**src/rtl/deserializer_pkg.sv**
```systemverilog
`default_nettype none
// ============================================================================
// Module  : deserializer_pkg
// Purpose : Packet word layout, output-handshake state type and shared sizes
//           used by the serializer/deserializer pair.
// Revision: 1.0  initial release
// ============================================================================
package deserializer_pkg;

    typedef struct packed {
        logic [7:0] field3;
        logic [7:0] field2;
        logic [7:0] field1;
        logic [7:0] field0;
    } packet_t;

    localparam int PACKET_BITS = $bits(packet_t);

    typedef enum logic [0:0] {
        OUT_IDLE = 1'b0,
        OUT_REQ  = 1'b1
    } out_state_t;

endpackage : deserializer_pkg
`default_nettype wire

```
**src/rtl/bus.sv**
```systemverilog
`default_nettype none
// ============================================================================
// Module  : bus
// Purpose : req/ack word-transfer interface between neighbouring stages.
// Revision: 1.0  initial release
// ============================================================================
interface bus;
    import deserializer_pkg::*;

    logic    req;
    logic    ack;
    packet_t data;

    modport requester    (output req, input ack, output data);
    modport acknowledger (input req, output ack, input data);
endinterface : bus
`default_nettype wire

```
**src/rtl/deserializer_shift_counter.sv**
```systemverilog
`default_nettype none
// ============================================================================
// Module  : deser_shift_counter
// Purpose : LSB-first shift register, bit counter and word-complete strobe.
//           DESER_PARITY_EN adds a trailing even-parity bit to every word.
// Revision: 1.0  initial release
// ============================================================================
module deser_shift_counter #(
    parameter int WORD_BITS = 32,
    parameter int CNT_W     = 6
) (
    input  logic                 clk,
    input  logic                 rst,
    input  logic                 i_din,
    input  logic                 i_din_en,
    output logic [WORD_BITS-1:0] o_word,
    output logic                 o_word_done,
    output logic                 o_par_ok,
    output logic                 o_busy
);
`ifdef DESER_PARITY_EN
    localparam int c_TERM = WORD_BITS + 1;
`else
    localparam int c_TERM = WORD_BITS;
`endif
    localparam logic [CNT_W-1:0] c_LAST = CNT_W'(c_TERM - 1);

    logic [CNT_W-1:0]     r_cnt;
    logic [WORD_BITS-1:0] r_shift;
    logic                 w_last;
    logic [WORD_BITS-1:0] w_shift_nxt;

    assign w_last      = (r_cnt == c_LAST);
    assign w_shift_nxt = {i_din, r_shift[WORD_BITS-1:1]};
    assign o_word_done = i_din_en && w_last;
    assign o_busy      = (r_cnt != '0);

`ifdef DESER_PARITY_EN
    logic r_par;

    // The terminal bit is parity only; the data word completed one bit earlier.
    assign o_word   = r_shift;
    assign o_par_ok = ~(r_par ^ i_din);

    always_ff @(posedge clk) begin
        if (rst) begin
            r_par <= 1'b0;
        end else if (i_din_en) begin
            r_par <= w_last ? 1'b0 : (r_par ^ i_din);
        end
    end
`else
    assign o_word   = w_shift_nxt;
    assign o_par_ok = 1'b1;
`endif

    always_ff @(posedge clk) begin
        if (rst) begin
            r_cnt   <= '0;
            r_shift <= '0;
        end else if (i_din_en) begin
            r_cnt <= w_last ? '0 : r_cnt + 1'b1;
`ifdef DESER_PARITY_EN
            if (!w_last) begin
                r_shift <= w_shift_nxt;
            end
`else
            r_shift <= w_shift_nxt;
`endif
        end
    end

endmodule : deser_shift_counter
`default_nettype wire

```
**src/rtl/deserializer.sv**
```systemverilog
`default_nettype none
// ============================================================================
// Module  : deserializer
// Purpose : Serial-to-packet converter with a one-word holding buffer and a
//           req/ack output stage. Optional feature macro: DESER_PARITY_EN.
// Revision: 1.0  initial release
// ============================================================================
module deserializer
    import deserializer_pkg::*;
#(
    parameter int WORD_BITS = PACKET_BITS,
    parameter int CNT_W     = 6
) (
    input  logic  clk,
    input  logic  rst,
    input  logic  din,
    input  logic  din_en,
    output logic  overflow,
`ifdef DESER_PARITY_EN
    output logic  parity_err,
`endif
    output logic  busy,
    bus.requester output_bus
);
    logic [WORD_BITS-1:0] w_word;
    logic                 w_word_done;
    logic                 w_par_ok;
    logic                 w_word_ok;
    logic                 w_free;

    out_state_t r_state;
    packet_t    r_hold;
    logic       r_overflow;

    deser_shift_counter #(
        .WORD_BITS (WORD_BITS),
        .CNT_W     (CNT_W)
    ) u_shift (
        .clk         (clk),
        .rst         (rst),
        .i_din       (din),
        .i_din_en    (din_en),
        .o_word      (w_word),
        .o_word_done (w_word_done),
        .o_par_ok    (w_par_ok),
        .o_busy      (busy)
    );

    assign w_word_ok = w_word_done && w_par_ok;
    // The buffer counts as free when empty or when it is handed off this cycle.
    assign w_free    = (r_state == OUT_IDLE) || output_bus.ack;

    always_ff @(posedge clk) begin
        if (rst) begin
            r_state    <= OUT_IDLE;
            r_hold     <= '0;
            r_overflow <= 1'b0;
        end else begin
            case (r_state)
                OUT_IDLE: begin
                    if (w_word_ok) begin
                        r_hold  <= w_word;
                        r_state <= OUT_REQ;
                    end
                end
                OUT_REQ: begin
                    if (output_bus.ack) begin
                        if (w_word_ok) begin
                            r_hold <= w_word;
                        end else begin
                            r_state <= OUT_IDLE;
                        end
                    end
                end
                default: r_state <= OUT_IDLE;
            endcase
            if (w_word_ok && !w_free) begin
                r_overflow <= 1'b1;
            end
        end
    end

`ifdef DESER_PARITY_EN
    logic r_parity_err;

    always_ff @(posedge clk) begin
        if (rst) begin
            r_parity_err <= 1'b0;
        end else if (w_word_done && !w_par_ok) begin
            r_parity_err <= 1'b1;
        end
    end

    assign parity_err = r_parity_err;
`endif

    assign output_bus.req  = (r_state == OUT_REQ);
    assign output_bus.data = r_hold;
    assign overflow        = r_overflow;

endmodule : deserializer
`default_nettype wire
```
**src/flat_wrapper.sv**
```systemverilog
// flat-port wrapper written by rule: the top's interface ports become plain ports
module deserializer_flat import deserializer_pkg::*;
#(
    parameter int WORD_BITS = PACKET_BITS,
    parameter int CNT_W     = 6
)
  (clk, rst, din, din_en, overflow, busy, output_bus_req, output_bus_ack, output_bus_data);
  bus output_bus_i ();
  input  logic clk;
  input  logic rst;
  input  logic din;
  input  logic din_en;
  output logic overflow;
  output logic busy;
  output wire logic [$bits(output_bus_i.req)-1:0] output_bus_req;
  input wire logic [$bits(output_bus_i.ack)-1:0] output_bus_ack;
  output wire logic [$bits(output_bus_i.data)-1:0] output_bus_data;
  assign output_bus_req = output_bus_i.req;
  assign output_bus_i.ack = output_bus_ack;
  assign output_bus_data = output_bus_i.data;
  deserializer #(.WORD_BITS(WORD_BITS), .CNT_W(CNT_W)) u_core (.clk(clk), .rst(rst), .din(din), .din_en(din_en), .overflow(overflow), .busy(busy), .output_bus(output_bus_i));
endmodule
```
**config.mk**
```make
export PLATFORM = sky130hd
export DESIGN_NAME = deserializer_flat
export DESIGN_NICKNAME = d
export VERILOG_FILES = /design/src/rtl/deserializer_pkg.sv /design/src/rtl/bus.sv /design/src/rtl/deserializer_shift_counter.sv /design/src/rtl/deserializer.sv /design/src/flat_wrapper.sv
export SDC_FILE = /design/constraint.sdc
export NUM_CORES = 1
export LEC_CHECK = 0
export ABC_AREA = 1
export BUFFER_PORTS_ARGS = -buffer_cell sky130_fd_sc_hd__buf_2
export CORE_MARGIN = 4
export CORE_UTILIZATION = 30
export DETAILED_ROUTE_END_ITERATION = 8
export PLACE_DENSITY = 0.55
export SETUP_SLACK_MARGIN = 0.4
export SLEW_MARGIN = 20
export SYNTH_ARGS = -nofsm -noshare
export SYNTH_HDL_FRONTEND = slang
export SYNTH_HIERARCHICAL = 1
export SYNTH_SLANG_ARGS = --single-unit
```
**constraint.sdc**
```tcl
create_clock -name clk -period 2.2 [get_ports clk]
set_clock_uncertainty 0.15 [all_clocks]
set_input_delay 0.11 -clock clk [delete_from_list [all_inputs] [get_ports clk]]
set_output_delay 0.11 -clock clk [all_outputs]
set_load 0.005 [all_outputs]
```
==> results.sh, run 1 <==
export IMPL_final_antenna_net_count=0
export IMPL_cts_tree="yes"
export IMPL_syn_instance_count=403
export IMPL_fmax_mhz=595.2
export IMPL_report_final_slew_viol_count=0
export IMPL_wl_per_cell_um=11.26
export IMPL_drive_gt1_share_pct=17.16
export IMPL_syn_avg_cell_area_um2=7.318
export IMPL_finalHoldViolCount=0
export IMPL_stdcell_area_mm2=0.003507
export IMPL_ff2ff_setup_slack_ns=0.52
export IMPL_yosys_area_top_type="dfxtp_1"
export IMPL_grt_pass1_vias=2332
export IMPL_synth_xor_area_share_pct=0
export IMPL_final_common_cell="nor2_1"
export IMPL_critical_path_max_stage_delay_ns=0.36
export IMPL_layout_common_cells="nor2_1, dfxtp_1, nand2_1"
export IMPL_antennaDiodeCount=0
export IMPL_cp_data_required_time_ns=2.28
export IMPL_max_slew_margin_pct=61.56
export IMPL_die_w_um=107.1
export IMPL_dr_first_iter_drc_count=120
export IMPL_final_core_util_pct=37.25
export IMPL_yosys_warnings=6
export IMPL_hold_class="reg -> reg"
export IMPL_numCtsBuffers=9
export IMPL_grt_max_degree=41
export IMPL_worstRegToRegCells=9
export IMPL_muxShareOfSynthArea_pct=0
export IMPL_port_buffers=39
export IMPL_grt_antenna_before_repair=0
export IMPL_viasPerCell=4.392
export IMPL_critPathKind="reg -> reg"
export IMPL_clock_latency_ns=0.34
export IMPL_grt_overflow=0
export IMPL_powerDensity_mw_per_mm2=714.2
export IMPL_synth_top_family_by_area="simple AND/OR/NAND/NOR gates"
export IMPL_startpoint_type="register"
export IMPL_timing_rr_start="u_core/u_shift/r_cnt[1]$_SDFFE_PP0P_"
export IMPL_dr_pass1_iters=4
export IMPL_postCtsSetupRepairBufs=0
export IMPL_clkTransAtPathRegs_ns=0.07
export IMPL_period_share_pct=76.37
export IMPL_r2r_end="u_core/output_bus.data[16]$_SDFFE_PP0P_"
export IMPL_rows=35
export IMPL_syn_area_mm2=0.002949
export IMPL_yosysTopAreaCellShare_pct=48.20
export IMPL_worst_pin_slew_ns=0.5757
export IMPL_cts_sinks=71
export IMPL_cts_root_buffer="clkbuf_8"
export IMPL_finalSetupViolations=0
export IMPL_grt_total_usage_pct=11.43
export IMPL_synth_adder_area_share_pct=0.8485
export IMPL_initial_core_util_pct=31.32
export IMPL_min_path_cells=2
export IMPL_rsz0062_at_grt="false"
export IMPL_cts_buffer_depth=2
export IMPL_min_delay_start="u_core/overflow$_SDFFE_PP0P_"
export IMPL_hold_path_end="u_core/overflow$_SDFFE_PP0P_"
export IMPL_dpl_cell_area_mm2=0.003172
export IMPL_vias=2512
export IMPL_ys_types=22
export IMPL_dieArea_mm2=0.01148
export IMPL_remaining_drc_errors=0
export IMPL_synth_compound_area_share_pct=12.18
export IMPL_peakVddDrop_uv=281.2
export IMPL_yosysSeqAreaShare_pct=48.20
export IMPL_slowest_stage="dfxtp_1"
export IMPL_max_cap_viol_count=0
export IMPL_synthTopCellsByArea="dfxtp_1, nor2_1, a21oi_1"
export IMPL_worstPathCellList="ha_2, nand3_4, nor2_4, nand2_2, clkinv_4, clkbuf_16, nand3_1, nand2_1, nor2_1"
export IMPL_syn_nets=410
export IMPL_ios=40
export IMPL_synth_simple_area_share_pct=25.71
export IMPL_core_mm2=0.009415
export IMPL_fin_crit_ns=1.680
export IMPL_gp_congestion=0.7008
export IMPL_post_dp_hpwl_um=3904
export IMPL_routed_wl_um=6440
export IMPL_area_growth_syn_to_layout_pct=18.92
export IMPL_worst_setup_path_end_kind="register"
export IMPL_cts_max_level=3
export IMPL_synth_seq_cells=71
export IMPL_finalNetCount=445
export IMPL_die_y_um=107.1
export IMPL_crit_fanout=20
export IMPL_outcome="completed"
export IMPL_leakage_nw=1.539
export IMPL_grt_pass1_wl_um=10560
export IMPL_critPathArrivalTime_ns=1.76
export IMPL_fin_tns_setup_ns=0
-- through the flow --
step	setup slack (ns)	total power, mW	std cells	hold slack [ns]
after floorplan	0.5717	1.496	403	0.02907
after global placement	0.4079	1.522	549	0.2260
after detailed placement	0.3730	1.525	549	0.2266
after CTS	0.4036	2.546	569	0.3092
after global routing	0.4025	2.637	572	0.3419
final	0.5198	2.505	572	0.3046
-- registers in the layout, summed over array words and instances, names as in the netlist --
register and count:
u_core/output_bus.data 32, u_core/output_bus.req 1, u_core/overflow 1, u_core/u_shift/r_cnt 6, u_core/u_shift/r_shift 31
-- synth_stat cells (all sizes together) --
cell type / number
buf: 24
a21oi: 36
dfxtp: 71
clkinv: 1
ha: 2
conb: 1
clkbuf: 4
nand2: 46
nor2: 105
nand4: 1
o21ai: 35
nand3: 35
inv: 42
-- where the power goes --
group          switching (mW)  total (mW)  internal (mW)
combinational          0.0935       0.149         0.0552
clock                   0.483        1.00          0.520
sequential             0.0288        1.35           1.32
total                   0.606        2.50           1.90
-- timing repair --
item	4_1_cts	5_1_grt
endpoints found under the setup margin	32	32
hold buffers	4	0
resized for setup	2	7
endpoints found under the hold margin	5	0
gates cloned	0	3
-- routing by layer --
metal | track usage, % | share of wire [%]
met1 | 13.40 | 48
met2 | 19.39 | 47
met3 | 4.154 | 4.7
met4 | 3.562 | 0.67
met5 | 0 | 0
-- critical path, delay by kind of cell (launching register included) --
kind,cells,cell delay (ns)
simple gates,6,0.54
flops,1,0.36
buf+inv,2,0.30
fa+ha+maj,1,0.22
-- cell families after synthesis --
kind of cell,count (synthesis)
and+or+nand+nor,187
adders and majority gates,2
DFF,71
AOI/OAI and AO/OA,71
buffers and inverters,71
other,1
-- how the worst max path moves through the flow --
stage,startpoint,to,cells past startpoint
floorplan,u_core/u_shift/r_cnt[0]$_SDFFE_PP0P_,u_core/output_bus.data[15]$_SDFFE_PP0P_,9
global placement,u_core/u_shift/r_cnt[0]$_SDFFE_PP0P_,u_core/output_bus.data[31]$_SDFFE_PP0P_,9
detailed placement,u_core/u_shift/r_cnt[0]$_SDFFE_PP0P_,u_core/output_bus.data[31]$_SDFFE_PP0P_,9
CTS,u_core/u_shift/r_cnt[0]$_SDFFE_PP0P_,u_core/output_bus.data[24]$_SDFFE_PP0P_,9
global route,din_en,u_core/u_shift/r_cnt[0]$_SDFFE_PP0P_,7
finish,u_core/u_shift/r_cnt[1]$_SDFFE_PP0P_,u_core/output_bus.data[16]$_SDFFE_PP0P_,9
-- final cells by class --
type                       instances  area (um2)
sequential                        71        1423
fill                            1013        5908
multi-input combinational        261        1174
inverter                          43       167.7
clock inverter                     6       61.31
clock buffer                      10       127.6
tap                              129       161.4
timing repair buffer              52       392.9
No activity file was read; power rests on OpenSTA's default activity.
==> run 2: changes to the inputs <==
PLACE_DENSITY = 0.57   (was 0.55)
clock period = 1.5 ns   (was 2.2 ns; I/O delays follow)
==> results.sh, run 2 (synthesis results as in run 1) <==
export IMPL_clock_latency_ns=0.34
export IMPL_powerDensity_mw_per_mm2=1049
export IMPL_fmax_mhz=649.4
export IMPL_cp_data_required_time_ns=1.59
export IMPL_finalSetupViolations=15
export IMPL_grt_pass1_wl_um=11260
export IMPL_remaining_drc_errors=0
export IMPL_wl_per_cell_um=11.50
export IMPL_initial_core_util_pct=31.32
export IMPL_min_delay_start="rst"
export IMPL_cts_root_buffer="clkbuf_8"
export IMPL_dr_pass1_iters=4
export IMPL_timing_rr_start="u_core/u_shift/r_cnt[0]$_SDFFE_PP0P_"
export IMPL_grt_overflow=0
export IMPL_cts_max_level=3
export IMPL_core_mm2=0.009415
export IMPL_max_cap_viol_count=0
export IMPL_rsz0062_at_grt="true"
export IMPL_port_buffers=39
export IMPL_layout_common_cells="nor2_1, dfxtp_1, nand2_1"
export IMPL_final_antenna_net_count=0
export IMPL_clkTransAtPathRegs_ns=0.08
export IMPL_failed_checks="negative setup slack"
export IMPL_ios=40
export IMPL_period_share_pct=102.7
export IMPL_report_final_slew_viol_count=0
export IMPL_dieArea_mm2=0.01148
export IMPL_leakage_nw=1.716
export IMPL_cts_tree="yes"
export IMPL_cts_buffer_depth=2
export IMPL_viasPerCell=4.472
export IMPL_crit_fanout=8
export IMPL_grt_max_degree=66
export IMPL_final_common_cell="nor2_1"
export IMPL_grt_total_usage_pct=12.08
export IMPL_routed_wl_um=6795
export IMPL_seq_area_mm2=0.001431
export IMPL_vias=2643
export IMPL_outcome="finished, violations left"
export IMPL_multi_input_area_mm2=0.001284
export IMPL_post_dp_hpwl_um=4110
export IMPL_fin_crit_ns=1.540
export IMPL_grt_antenna_before_repair=0
export IMPL_critPathKind="reg -> reg"
export IMPL_setup_worst_path_start="u_core/u_shift/r_cnt[0]$_SDFFE_PP0P_"
export IMPL_numCtsBuffers=9
export IMPL_final_core_util_pct=41.36
export IMPL_layout_setup_ws_ns=-0.03997
export IMPL_hold_class="in -> reg"
export IMPL_antennaDiodeCount=0
export IMPL_cts_sinks=71
export IMPL_gp_congestion=0.7416
export IMPL_power_mw=4.084
export IMPL_stdcell_area_mm2=0.003894
export IMPL_die_y_um=107.1
export IMPL_startpoint_type="register"
export IMPL_peakVddDrop_uv=477.7
export IMPL_worst_setup_path_end_kind="register"
export IMPL_finalNetCount=464
export IMPL_n_fill_cell=970
export IMPL_grt_pass1_vias=2417
export IMPL_dpl_cell_area_mm2=0.003288
export IMPL_rows=35
export IMPL_critPathArrivalTime_ns=1.63
export IMPL_area_growth_syn_to_layout_pct=32.03
export IMPL_drive_gt1_share_pct=26.84
export IMPL_dr_first_iter_drc_count=187
export IMPL_largest_reg_flops=32
export IMPL_die_w_um=107.1
export IMPL_finalHoldViolCount=0
export IMPL_preCtsSetupSlack_ns=-0.04829
[run 2: cell types whose count changed in the layout (fill, tap and decap cells not counted), sizes merged]
cell	change
buf	+20
bufinv	+2
clkbuf	+1
clkinv	-3
dlygate4sd3	-1
[run 2: stage by stage]
step                std cells  TNS, ns  hold slack, ns
floorplan                 403        0       -0.005934
global placement          560        0          0.1757
detailed placement        560   -1.044          0.1749
CTS                       586  -0.2311         0.08471
global route              591   -1.708          0.1166
finish                    591  -0.3554          0.1004
[run 2: final timing paths]
kind                                             endpoint  slack [ns]  depth (start not counted)
setup / recovery  u_core/output_bus.data[28]$_SDFFE_PP0P_       -0.04                          9
setup reg to reg  u_core/output_bus.data[28]$_SDFFE_PP0P_       -0.04                          9
hold reg to reg              u_core/overflow$_SDFFE_PP0P_        0.32                          2
hold / removal     u_core/output_bus.data[9]$_SDFFE_PP0P_        0.10                          5
[run 2: timing repair]
action	in CTS	in global routing
resized for setup	27	18
setup endpoints to repair	41	43
setup buffers	5	2
pin swaps	7	25
endpoints found under the hold margin	4	0
cloned	2	3
hold buffers	3	0
[run 2: cell type report]
cell class / instances / area share [%]
clock buffer: 11 / 3.374
clock inverter: 5 / 2.731
inverter: 43 / 4.627
multi-input combinational: 261 / 32.97
sequential: 71 / 36.76
tap: 129 / 4.145
timing repair buffer: 71 / 15.39
[run 2: power by group]
part | switching, mW | internal [mW]
Clock | 0.727 | 1.11
Sequential | 0.0418 | 1.94
Combinational | 0.157 | 0.107
[run 2: layer usage]
layer | track usage (%) | share of wire [%]
met2 | 19.17 | 46
met5 | 0 | 0
met3 | 2.890 | 4.6
met1 | 15.51 | 47
met4 | 5.388 | 2.1
[run 2: worst max-delay path: stages (launching register included)]
cell	delay, ns
dfxtp_4	0.36
ha_4	0.16
nand3_4	0.07
nor2_4	0.05
nand2_4	0.09
clkinv_8	0.09
buf_12	0.14
clkbuf_16	0.16
a21oi_1	0.12
nor2_1	0.05
